**src/rtl/uart_pkg.sv**
```systemverilog
// Shared UART definitions: FSM state encodings, framing constants and the parity helper.
// Used by both the receiver and the transmitter.
package uart_pkg;

    typedef enum logic [2:0] {
        S_IDLE      = 3'd0,
        S_START     = 3'd1,
        S_DATA      = 3'd2,
        S_PARITY    = 3'd3,
        S_STOP      = 3'd4,
        S_WAIT_HIGH = 3'd5
    } uart_state_e;

    localparam int DEFAULT_CLKS_PER_BIT = 39;
    localparam int DATA_BITS            = 8;

    // Even parity holds when data bits plus parity bit contain an even number of ones.
    function automatic logic even_parity_ok(input logic [DATA_BITS-1:0] data, input logic par);
        return ~(^data ^ par);
    endfunction

endpackage

```
**src/rtl/uart_sync2.sv**
```systemverilog
// Two-flop synchronizer for asynchronous single-bit inputs; resets to 1 (idle line level).
module uart_sync2 (
    input  logic clk,
    input  logic reset,
    input  logic d,
    output logic q
);

    logic meta_r;
    logic sync_r;

    // Two-stage capture of the asynchronous input.
    always_ff @(posedge clk or posedge reset) begin
        if (reset) begin
            meta_r <= 1'b1;
            sync_r <= 1'b1;
        end else begin
            meta_r <= d;
            sync_r <= meta_r;
        end
    end

    assign q = sync_r;

endmodule

```
**src/rtl/uart_rx.sv**
```systemverilog
// 8N1 UART receiver with mid-bit sampling and registered status pulses.
// Optional even-parity check compiled in with `define UART_RX_PARITY_EN.
module uart_rx
    import uart_pkg::*;
#(
    parameter int CLKS_PER_BIT = DEFAULT_CLKS_PER_BIT
) (
    input  logic                 clk,
    input  logic                 reset,
    input  logic                 rx,
    output logic [DATA_BITS-1:0] dout,
    output logic                 rx_done_tick,
    output logic                 o_Rx_Active,
    output logic                 frame_err,
    output logic                 parity_err
);

    localparam logic [7:0] HALF_CNT = 8'((CLKS_PER_BIT - 1) / 2);
    localparam logic [7:0] BIT_CNT  = 8'(CLKS_PER_BIT - 1);
    localparam logic [2:0] LAST_IDX = 3'(DATA_BITS - 1);

    uart_state_e          state_r, state_n;
    logic [7:0]           clk_cnt_r, clk_cnt_n;
    logic [2:0]           bit_idx_r, bit_idx_n;
    logic [DATA_BITS-1:0] shreg_r, shreg_n;
    logic [DATA_BITS-1:0] dout_r, dout_n;
    logic                 done_r, done_n;
    logic                 ferr_r, ferr_n;
    logic                 perr_r, perr_n;
    logic                 active_r, active_n;
    logic                 rx_s;
    logic                 par_ok_s;

    uart_sync2 u_sync (
        .clk   (clk),
        .reset (reset),
        .d     (rx),
        .q     (rx_s)
    );

`ifdef UART_RX_PARITY_EN
    logic par_r, par_n;
    assign par_ok_s = even_parity_ok(shreg_r, par_r);
`else
    assign par_ok_s = 1'b1;
`endif

    // State, datapath and output registers.
    always_ff @(posedge clk or posedge reset) begin
        if (reset) begin
            state_r   <= S_IDLE;
            clk_cnt_r <= 8'd0;
            bit_idx_r <= 3'd0;
            shreg_r   <= '0;
            dout_r    <= '0;
            done_r    <= 1'b0;
            ferr_r    <= 1'b0;
            perr_r    <= 1'b0;
            active_r  <= 1'b0;
`ifdef UART_RX_PARITY_EN
            par_r     <= 1'b0;
`endif
        end else begin
            state_r   <= state_n;
            clk_cnt_r <= clk_cnt_n;
            bit_idx_r <= bit_idx_n;
            shreg_r   <= shreg_n;
            dout_r    <= dout_n;
            done_r    <= done_n;
            ferr_r    <= ferr_n;
            perr_r    <= perr_n;
            active_r  <= active_n;
`ifdef UART_RX_PARITY_EN
            par_r     <= par_n;
`endif
        end
    end

    // Next-state and next-output logic; pulses default low every cycle.
    always_comb begin
        state_n   = state_r;
        clk_cnt_n = clk_cnt_r;
        bit_idx_n = bit_idx_r;
        shreg_n   = shreg_r;
        dout_n    = dout_r;
        done_n    = 1'b0;
        ferr_n    = 1'b0;
        perr_n    = 1'b0;
        active_n  = active_r;
`ifdef UART_RX_PARITY_EN
        par_n     = par_r;
`endif
        case (state_r)
            S_IDLE: begin
                clk_cnt_n = 8'd0;
                bit_idx_n = 3'd0;
                if (!rx_s) begin
                    state_n  = S_START;
                    active_n = 1'b1;
                end else begin
                    active_n = 1'b0;
                end
            end
            S_START: begin
                if (clk_cnt_r == HALF_CNT) begin
                    clk_cnt_n = 8'd0;
                    if (!rx_s) begin
                        state_n = S_DATA;
                    end else begin
                        state_n  = S_IDLE;
                        active_n = 1'b0;
                    end
                end else begin
                    clk_cnt_n = clk_cnt_r + 8'd1;
                end
            end
            S_DATA: begin
                if (clk_cnt_r == BIT_CNT) begin
                    clk_cnt_n          = 8'd0;
                    shreg_n[bit_idx_r] = rx_s;
                    if (bit_idx_r == LAST_IDX) begin
                        bit_idx_n = 3'd0;
`ifdef UART_RX_PARITY_EN
                        state_n   = S_PARITY;
`else
                        state_n   = S_STOP;
`endif
                    end else begin
                        bit_idx_n = bit_idx_r + 3'd1;
                    end
                end else begin
                    clk_cnt_n = clk_cnt_r + 8'd1;
                end
            end
`ifdef UART_RX_PARITY_EN
            S_PARITY: begin
                if (clk_cnt_r == BIT_CNT) begin
                    clk_cnt_n = 8'd0;
                    par_n     = rx_s;
                    state_n   = S_STOP;
                end else begin
                    clk_cnt_n = clk_cnt_r + 8'd1;
                end
            end
`endif
            S_STOP: begin
                if (clk_cnt_r == BIT_CNT) begin
                    clk_cnt_n = 8'd0;
                    perr_n    = ~par_ok_s;
                    if (rx_s) begin
                        dout_n   = shreg_r;
                        done_n   = par_ok_s;
                        state_n  = S_IDLE;
                        active_n = 1'b0;
                    end else begin
                        ferr_n  = 1'b1;
                        state_n = S_WAIT_HIGH;
                    end
                end else begin
                    clk_cnt_n = clk_cnt_r + 8'd1;
                end
            end
            // A held-low line (break) must not be mistaken for a new start bit.
            S_WAIT_HIGH: begin
                if (rx_s) begin
                    state_n  = S_IDLE;
                    active_n = 1'b0;
                end else begin
                    state_n = S_WAIT_HIGH;
                end
            end
            default: begin
                state_n  = S_IDLE;
                active_n = 1'b0;
            end
        endcase
    end

    assign dout         = dout_r;
    assign rx_done_tick = done_r;
    assign frame_err    = ferr_r;
    assign o_Rx_Active  = active_r;
`ifdef UART_RX_PARITY_EN
    assign parity_err   = perr_r;
`else
    assign parity_err   = 1'b0;
`endif

endmodule

```
**config.mk**
```make
export PLATFORM = sky130hd
export DESIGN_NAME = uart_rx
export DESIGN_NICKNAME = d
export VERILOG_FILES = /design/src/rtl/uart_pkg.sv /design/src/rtl/uart_sync2.sv /design/src/rtl/uart_rx.sv
export SDC_FILE = /design/constraint.sdc
export NUM_CORES = 1
export LEC_CHECK = 0
export ABC_AREA = 1
export BUFFER_PORTS_ARGS = -buffer_cell sky130_fd_sc_hd__buf_2
export CAP_MARGIN = 20
export CORE_MARGIN = 2
export CORE_UTILIZATION = 23
export DETAILED_ROUTE_END_ITERATION = 7
export GPL_TIMING_DRIVEN = 0
export PLACE_DENSITY = 0.41
export SYNTH_ARGS = -nofsm -noshare
export SYNTH_HDL_FRONTEND = slang
export SYNTH_SLANG_ARGS = --single-unit
```
**constraint.sdc**
```tcl
create_clock -name clk -period 1.8 [get_ports clk]
set_input_delay 0 -clock clk [delete_from_list [all_inputs] [get_ports clk]]
set_output_delay 0 -clock clk [all_outputs]
set_load 0.03 [all_outputs]
```
==> results of run 1 <==
==> routing by layer <==
metal,track usage [%],up-vias,part of all wire (%)
met5,0,-,0
met4,4.55,0,2.1
met3,2.57,5,3.0
met2,15.7,23,46
met1,12.6,631,49
li1,-,752,-
==> path summary, 6_finish.rpt <==
check,endpoint,slack (ns)
setup / recovery,clk_cnt_r[5],0.22
max in group asynchronous,bit_idx_r[2],0.93
min in group asynchronous,dout[5],0.38
hold reg to reg,u_sync.q,0.36
setup reg to reg,clk_cnt_r[5],0.22
hold / removal,u_sync.meta_r,0.35
==> through the flow <==
step | hold slack, ns | instances | area, sq um
4_1_cts | 0.333 | 347 | 2070
2_1_floorplan | 0.00448 | 225 | 1750
3_5_place_dp | 0.109 | 337 | 1940
5_1_grt | 0.352 | 347 | 2070
3_3_place_gp | 0.110 | 337 | 1940
6_report | 0.347 | 347 | 2070
==> registers in the layout, indices dropped and copies added, names as in the netlist <==
signal,count
bit_idx_r,3
state_r,3
u_sync.q,1
o_Rx_Active,1
shreg_r,8
u_sync.meta_r,1
rx_done_tick,1
clk_cnt_r,8
dout,8
frame_err,1
==> cells in the mapped netlist <==
| cell | n | area share, % |
|---|---|---|
| nand2_1 | 86 | 18 |
| dfrtp_1 | 33 | 47 |
| inv_1 | 24 | 5.1 |
| nand3_1 | 18 | 5.1 |
| o21ai_0 | 15 | 4.3 |
| nor2_1 | 14 | 3.0 |
| nand4_1 | 9 | 3.2 |
| ha_1 | 4 | 2.9 |
| buf_2 | 2 | 0.57 |
| dfstp_2 | 2 | 3.0 |
| nand2_2 | 2 | 0.71 |
| nor2_2 | 2 | 0.71 |
| nor3_1 | 2 | 0.57 |
| xor2_1 | 2 | 1.0 |
| a21oi_2 | 1 | 0.50 |
| buf_4 | 1 | 0.43 |
| buf_6 | 1 | 0.64 |
| clkinv_1 | 1 | 0.21 |
| clkinv_2 | 1 | 0.29 |
| conb_1 | 1 | 0.21 |
| nand3_2 | 1 | 0.57 |
| nand3b_1 | 1 | 0.43 |
| nor2_4 | 1 | 0.64 |
| o21ai_1 | 1 | 0.29 |
==> layout make-up <==
type	instances	share of cell area (%)
clock inverter	3	2.11
tap	99	5.97
multi-input combinational	160	36.0
timing repair buffer	15	4.10
clock buffer	5	3.32
inverter	26	4.77
sequential	35	42.4
buffer	4	1.39
==> worst reg2reg max path, cell delays in order, from the launching register on <==
cell	delay, ns
dfrtp_1	0.40
inv_1	0.09
ha_1	0.17
nand2_1	0.06
nor2_1	0.08
nand3_1	0.12
nand2_1	0.19
nand2_2	0.16
nand2_1	0.11
o21ai_0	0.07
==> cell families (layout without fill, tap and decap cells) <==
group / Yosys count / after routing / synth area share [%]
adders and majority gates: 4 / 4 / 2.86
xor gates and xnor gates: 2 / 2 / 1.00
other: 1 / 1 / 0.214
buffers and inverters: 30 / 53 / 7.29
and+or+nand+nor: 136 / 136 / 33.4
DFF: 35 / 35 / 50.1
AOI/OAI and AO/OA: 17 / 17 / 5.07
==> power by group <==
group	total [mW]	switching, mW	leakage [nW]	internal, mW
clock	0.712	0.300	0.0581	0.412
sequential	0.928	0.0710	0.475	0.856
combinational	0.499	0.346	0.619	0.152
total	2.14	0.717	1.15	1.42
==> metrics.csv, run 1 <==
metric,value,unit
Worst Path Required,1.97,ns
Fillers,806,
"most common cell after layout, fill and taps aside",nand2_1,
pre-CTS setup slack,0.169,ns
pin count of the biggest net entering global routing,36,
worst hold path startpoint,rx,
root buffer cell,clkbuf_8,
initial antenna violation count,0,
sequential area share after synthesis,50.1,%
VDD IR max,0.347,mV
most frequent cells in the layout,"nand2_1 (86), dfrtp_1 (33), inv_1 (23), nand3_1 (18)",
max incr delay on CP,0.40,ns
Starting Density,23.9,%
grt ovf,0,
ANT cells,0,
I/O Buffers,13,
row count,31,
Tightest Pin Transition,0.749,ns
Tmin final,1.58,ns
crit-path most repeated cell,nand2_1,
FF-to-FF Start,clk_cnt_r[0],
synth warn,0,
Routed Antenna Nets,0,
final setup TNS,0,ns
Syn Area/Cell,7.79,sq um
Pwr Density,1030,nW/um^2
Unique masters post-synth,24,
gr usage total,9.88,%
DR iter-0 viols,51,
DP Wirelength,2620,microns
total CTS buffers,5,
worst-case clock buffer depth,2,
post-route clock period utilization,88.0,%
cell area after synthesis,1750,sq um
DR vias,1411,
max_slew headroom,50.0,%
Sink Count,35,
critical path depth,9,
CTS Hold Bufs,2,
CP startpoint,clk_cnt_r[0],
crit path buf inv count,1,
max-cap violations,0,
area added between synthesis and finish,18.4,%
final worst slack,0.217,ns
f_max,632,MHz
total chip power,2.14,mW
vias in the first global route,1422,
skew final,0.00966,ns
CTS H-Tree Depth,2,
critical path arrival,1.75,ns
Worst-path clk slew,0.08,ns
crit path launch type,flip-flop,
Hold Path Class,primary input to flip-flop,
die area,8330,sq um
Routed WL,3660,microns
first-pass GRT wire length,6510,microns
Leak,1.15,nW
post-layout util,28.3,%
Ports,15,
DRC Markers,0,
critical path's top delay family,simple AND/OR/NAND/NOR gates,
"Slew Viols, Final",0,
Final #Nets,254,
Clock Latency Late Sink,0.29,ns
layout cells sized above 1,14.5,%
multi-input logic area,746,sq um
final setup violation count,0,
Die X,91.3,microns
CP endpoint kind,flip-flop,
Final Hold Viols,0,
"Max FO, Critical Path",8,
Resized cells post-CTS,0,
Via density,4.07,
postcts setup bufs,0,
Syn Inst Count,225,
Synthesized Nets,232,
Core Area,7330,sq um
critical path class,flip-flop to flip-flop,
hold path depth,2,
outcome,completed,
"flops & latches, synth",35,
FF/Latch Area,878,sq um
RSZ-0062 raised after global routing,no,
worst r2r path cells,9,
TritonCTS clock tree,built,
routability cong.,0.770,
DR pass1 iterations,4,
Critical-path top delay cell,dfrtp_1,
crit path cell chain,"inv_1, ha_1, nand2_1, nor2_1, nand3_1, nand2_1, nand2_2, nand2_1, o21ai_0",
wire length per cell,10.6,microns
Die Height,91.3,microns
No activity file was read; power rests on OpenSTA's default activity.
==> run 2: changes to the inputs <==
- CAP_MARGIN: 20 -> unset
- SETUP_SLACK_MARGIN: unset -> 0.3
==> metrics.csv, run 2 (same netlist as run 1, synthesis figures left out) <==
metric,value,unit,change
outcome,completed,,
gr usage total,9.95,%,+0.070 points
TritonCTS clock tree,built,,
vias in the first global route,1444,,+1.5%
DR iter-0 viols,48,,-5.9%
CTS H-Tree Depth,2,,unchanged
critical path arrival,1.65,ns,-0.10 ns
final setup violation count,0,,unchanged
final setup TNS,0,ns,unchanged
Hold Path Class,primary input to flip-flop,,
pin count of the biggest net entering global routing,36,,unchanged
Critical-path top delay cell,dfrtp_1,,
Routed WL,3930,microns,+7.2%
met2 Use GR,15.9,%,+0.25 points
DR pass1 iterations,4,,unchanged
Fillers,783,,-2.9%
Final #Nets,258,,+1.6%
VDD IR max,0.345,mV,-0.48%
Final Hold Viols,0,,unchanged
DR vias,1447,,+2.6%
crit path launch type,flip-flop,,
worst-case clock buffer depth,2,,unchanged
GRT Max-Usage Layer,met2,,
max_slew headroom,49.3,%,-0.74 points
CP endpoint kind,flip-flop,,
pre-CTS setup slack,0.169,ns,unchanged
max-cap violations,0,,unchanged
critical path's top delay family,simple AND/OR/NAND/NOR gates,,
max incr delay on CP,0.42,ns,+0.02 ns
Worst-path clk slew,0.08,ns,about the same
root buffer cell,clkbuf_8,,
Ports,15,,unchanged
DP Wirelength,2620,microns,unchanged
crit path cell chain,"inv_2, ha_4, nand3_4, nor2_4, nand2_4, clkbuf_16, o21ai_2, nand2_1",,
Leak,1.21,nW,+4.7%
routability cong.,0.770,,unchanged
met3 Track Usage GR,2.57,%,unchanged
"Max FO, Critical Path",5,,-3
Routed Antenna Nets,0,,unchanged
Core Area,7330,sq um,unchanged
die area,8330,sq um,unchanged
Pwr Density,1010,nW/um^2,-2.3%
"Slew Viols, Final",0,,unchanged
f_max,679,MHz,+7.5%
grt ovf,0,,unchanged
Tightest Pin Transition,0.760,ns,+0.0111 ns
area added between synthesis and finish,29.3,%,
critical path class,flip-flop to flip-flop,,
I/O Buffers,13,,unchanged
final worst slack,0.328,ns,+0.111 ns
post-route clock period utilization,81.8,%,-6.2 points
dpl cells,337,,unchanged
Via density,4.12,,+1.4%
"most common cell after layout, fill and taps aside",nand2_1,,
Worst Path Required,1.98,ns,about the same
Finished Layout Cells,351,,+1.2%
wire length per cell,11.2,microns,+6.0%
initial antenna violation count,0,,unchanged
GR met1 Demand/Resource,12.6,%,unchanged
first-pass GRT wire length,6570,microns,+0.84%
Sink Count,35,,unchanged
ANT cells,0,,unchanged
Die Height,91.3,microns,unchanged
crit path buf inv count,2,,+1
Tmin final,1.47,ns,-0.111 ns
most frequent cells in the layout,"nand2_1 (83), dfrtp_1 (31), inv_1 (21), buf_2 (15), nand3_1 (14)",,
row count,31,,unchanged
Starting Density,23.9,%,unchanged
total CTS buffers,5,,unchanged
RSZ-0062 raised after global routing,yes,,
skew final,0.00872,ns,-0.000942 ns
DRC Markers,0,,unchanged
Clock Latency Late Sink,0.29,ns,about the same
Die X,91.3,microns,unchanged
layout cells sized above 1,25.4,%,+11 points
## run 2: final cells by class
cell class              count  area, sq um  share of cell area (%)
repair buffers             19          136                    6.02
plain buffers               4         32.5                    1.44
inverters                  26          100                    4.42
multi-input cells         160          878                    38.8
clock inverters             3         43.8                    1.93
well taps                  99          124                    5.47
flip-flops and latches     35          881                    38.9
clock buffers               5         68.8                    3.04
## run 2: path summary, 6_finish.rpt
kind / slack (ns) / start / cells after the start / end
min in group asynchronous: 0.39 / reset / 3 / dout[5]
worst max register to register: 0.33 / clk_cnt_r[0] / 8 / shreg_r[1]
worst max-delay path: 0.33 / clk_cnt_r[0] / 8 / shreg_r[1]
max in group asynchronous: 0.87 / reset / 3 / bit_idx_r[1]
worst min-delay path: 0.35 / rx / 2 / u_sync.meta_r
worst min register to register: 0.36 / u_sync.meta_r / 0 / u_sync.q
## run 2: worst reg2reg max path: stages, from the launching register on
cell	delay (ns)
dfrtp_1	0.42
inv_2	0.09
ha_4	0.15
nand3_4	0.08
nor2_4	0.19
nand2_4	0.11
clkbuf_16	0.17
o21ai_2	0.11
nand2_1	0.06
## run 2: through the flow
step | hold slack (ns) | utilization, % | total power, mW | cell area, sq um
after CTS | 0.333 | 28.7 | 2.21 | 2100
after global placement | 0.110 | 26.5 | 1.46 | 1940
after floorplan | 0.00448 | - | 1.32 | 1750
after detailed placement | 0.109 | 26.5 | 1.45 | 1940
after global routing | 0.352 | 30.9 | 2.45 | 2260
final | 0.348 | 30.9 | 2.28 | 2260
## run 2: where the power goes
| group | switching [mW] | internal (mW) | leakage (nW) |
|---|---|---|---|
| Clock | 0.299 | 0.412 | 0.0581 |
| Sequential | 0.0867 | 0.858 | 0.472 |
| Combinational | 0.405 | 0.222 | 0.676 |
## run 2: layer usage
metal / wire (microns) / vias to the layer above
li1: - / 758
met1: 1890 / 665
met2: 1860 / 19
met3: 106 / 5
met4: 72 / 0
met5: 0 / -
## run 2: what timing repair did
item / in CTS / in global routing
hold buffers: 2 / 0
resized for setup: 7 / 38
pin swaps: 2 / 8
endpoints found under the hold margin: 34 / 0
cloned: 0 / 1
endpoints found under the setup margin: 25 / 30
buffers inserted: 1 / 2
==> run 3: changes to the inputs <==
- clock period: 1.8 -> 1.4 ns (I/O delays scaled with it)
==> metrics.csv, run 3 (same netlist as run 1, synthesis figures left out) <==
metric,value,unit,change
post-layout util,31.4,%,+0.46 points
switching portion of total power,35.2,%,+0.53 points
Clk pwr share,30.6,%,-0.6 points
layout cells sized above 1,30.0,%,+4.6 points
final worst slack,-0.00354,ns,-0.331 ns
f_max,712,MHz,+4.9%
Die Height,91.3,microns,unchanged
failing checks,negative setup slack,,
row count,31,,unchanged
Ports,15,,unchanged
DR vias,1482,,+2.4%
multi-input logic area,918,sq um,+4.6%
post-route clock period utilization,100,%,+18 points
Fillers,798,,+1.9%
initial antenna violation count,0,,unchanged
RSZ-0062 raised after global routing,yes,,
Hold Path Class,primary input to async pin,,
Tmin final,1.40,ns,-0.0689 ns
die area,8330,sq um,unchanged
critical path arrival,1.57,ns,-0.08 ns
wire length per cell,11.1,microns,-1.0%
"Slew Viols, Final",0,,unchanged
grt ovf,0,,unchanged
Worst Path Required,1.56,ns,-0.42 ns
"Max FO, Critical Path",8,,+3
Worst-path clk slew,0.08,ns,about the same
Seq pwr share,40.4,%,-1.0 points
critical path class,flip-flop to flip-flop,,
Pwr Density,1310,nW/um^2,+30%
worst-case clock buffer depth,2,,unchanged
Die X,91.3,microns,unchanged
Routed Antenna Nets,0,,unchanged
DP Wirelength,2640,microns,+0.92%
root buffer cell,clkbuf_8,,
skew final,0.00483,ns,-0.00389 ns
pin count of the biggest net entering global routing,36,,unchanged
crit path launch type,flip-flop,,
Via density,4.21,,+2.1%
Psw,1.06,mW,+34%
vias in the first global route,1442,,-0.14%
outcome,"complete, but fails checks",,
"most common cell after layout, fill and taps aside",nand2_1,,
CTS H-Tree Depth,2,,unchanged
max_slew headroom,58.7,%,+9.4 points
Clock Latency Late Sink,0.29,ns,about the same
Routed WL,3900,microns,-0.76%
I/O Buffers,13,,unchanged
TritonCTS clock tree,built,,
Starting Density,23.9,%,unchanged
gr usage total,10.1,%,+0.16 points
Comb power frac,29.0,%,+1.5 points
Core Area,7330,sq um,unchanged
Leak,1.20,nW,-0.27%
routability cong.,0.744,,-3.4%
FF/Latch Area,881,sq um,unchanged
most frequent cells in the layout,"nand2_1 (75), dfrtp_1 (31), inv_1 (21), buf_2 (15), nand3_1 (14)",,
area added between synthesis and finish,31.2,%,
first-pass GRT wire length,6840,microns,+4.2%
Tightest Pin Transition,0.618,ns,-0.141 ns
DR iter-0 viols,38,,-21%
CP endpoint kind,flip-flop,,
DR pass1 iterations,4,,unchanged
DRC Markers,0,,unchanged
Final Hold Viols,0,,unchanged
VDD IR max,0.399,mV,+15%
final setup violation count,1,,+1
ANT cells,0,,unchanged
Sink Count,35,,unchanged
max-cap violations,0,,unchanged
Cell Int Power,1.95,mW,+31%
total CTS buffers,5,,unchanged
final setup TNS,-0.00354,ns,-0.00354 ns
Final #Nets,259,,+0.39%
[run 3: cell types whose count changed in the layout (fill, tap and decap cells not counted), sizes merged]
cell,previous run,this run
buf,20,22
clkinv,3,5
inv,25,23
clkbuf,6,5
[run 3: power groups by stage]
stage          registers, mW  logic [mW]  clock network, mW
2_1_floorplan           1.23       0.527                  0
3_3_place_gp            1.23       0.709                  0
3_5_place_dp            1.23       0.707                  0
4_1_cts                 1.21       0.848              0.957
5_1_grt                 1.24       0.989              0.981
6_report                1.22       0.872              0.920
[run 3: final cells by class]
| class | count | share of cell area (%) |
|---|---|---|
| Sequential cell | 35 | 38.3 |
| Buffer | 4 | 1.25 |
| Inverter | 26 | 4.52 |
| Tap cell | 99 | 5.39 |
| Clock inverter | 3 | 1.91 |
| Multi-Input combinational cell | 160 | 40.0 |
| Timing Repair Buffer | 20 | 5.66 |
| Clock buffer | 5 | 2.99 |
[run 3: repair_timing]
action                     in CTS  in global routing
setup endpoints to repair      33                 34
gates resized for setup        24                 14
setup buffers                   3                  1
hold endpoints to repair       34                  0
hold buffers                    2                  0
pin swaps                      21                  7
gates cloned                    1                  0
[run 3: path summary, 6_finish.rpt]
kind                                     from       endpoint  slack, ns  depth (start not counted)
worst max-delay path             clk_cnt_r[0]   clk_cnt_r[0]     -0.004                          9
max in group asynchronous               reset   clk_cnt_r[1]       0.66                          3
min in group clk                           rx  u_sync.meta_r       0.35                          2
worst max register to register   clk_cnt_r[0]   clk_cnt_r[0]     -0.004                          9
worst min-delay path                    reset   clk_cnt_r[6]       0.31                          3
worst min register to register  u_sync.meta_r       u_sync.q       0.36                          0
[run 3: metrics by stage]
| stage | total power [mW] | instances | area (sq um) | setup WS, ns | hold slack (ns) |
|---|---|---|---|---|---|
| floorplan | 1.76 | 225 | 1800 | 0.111 | 0.00448 |
| global placement | 1.94 | 337 | 1990 | -0.0855 | 0.110 |
| detailed placement | 1.93 | 337 | 1990 | -0.0741 | 0.111 |
| CTS | 3.02 | 351 | 2250 | -0.0167 | 0.342 |
| global route | 3.21 | 352 | 2300 | -0.0750 | 0.364 |
| finish | 3.01 | 352 | 2300 | -0.00354 | 0.312 |
[run 3: worst max-delay path, stage by stage (launching register included)]
cell and delay (ns):
dfrtp_1 0.41, inv_2 0.09, ha_4 0.13, nand2_1 0.06
nor2_2 0.10, nand3_2 0.12, nand2_4 0.14, nand2_8 0.09
nand2_1 0.06, o21ai_0 0.08
[run 3: metal layers]
metal / wire (microns) / vias to the layer above / track usage, %
li1: - / 769 / -
met5: 0 / - / 0
met3: 129 / 6 / 2.24
met4: 76 / 0 / 4.17
met1: 1980 / 681 / 13.5
met2: 1710 / 26 / 15.8
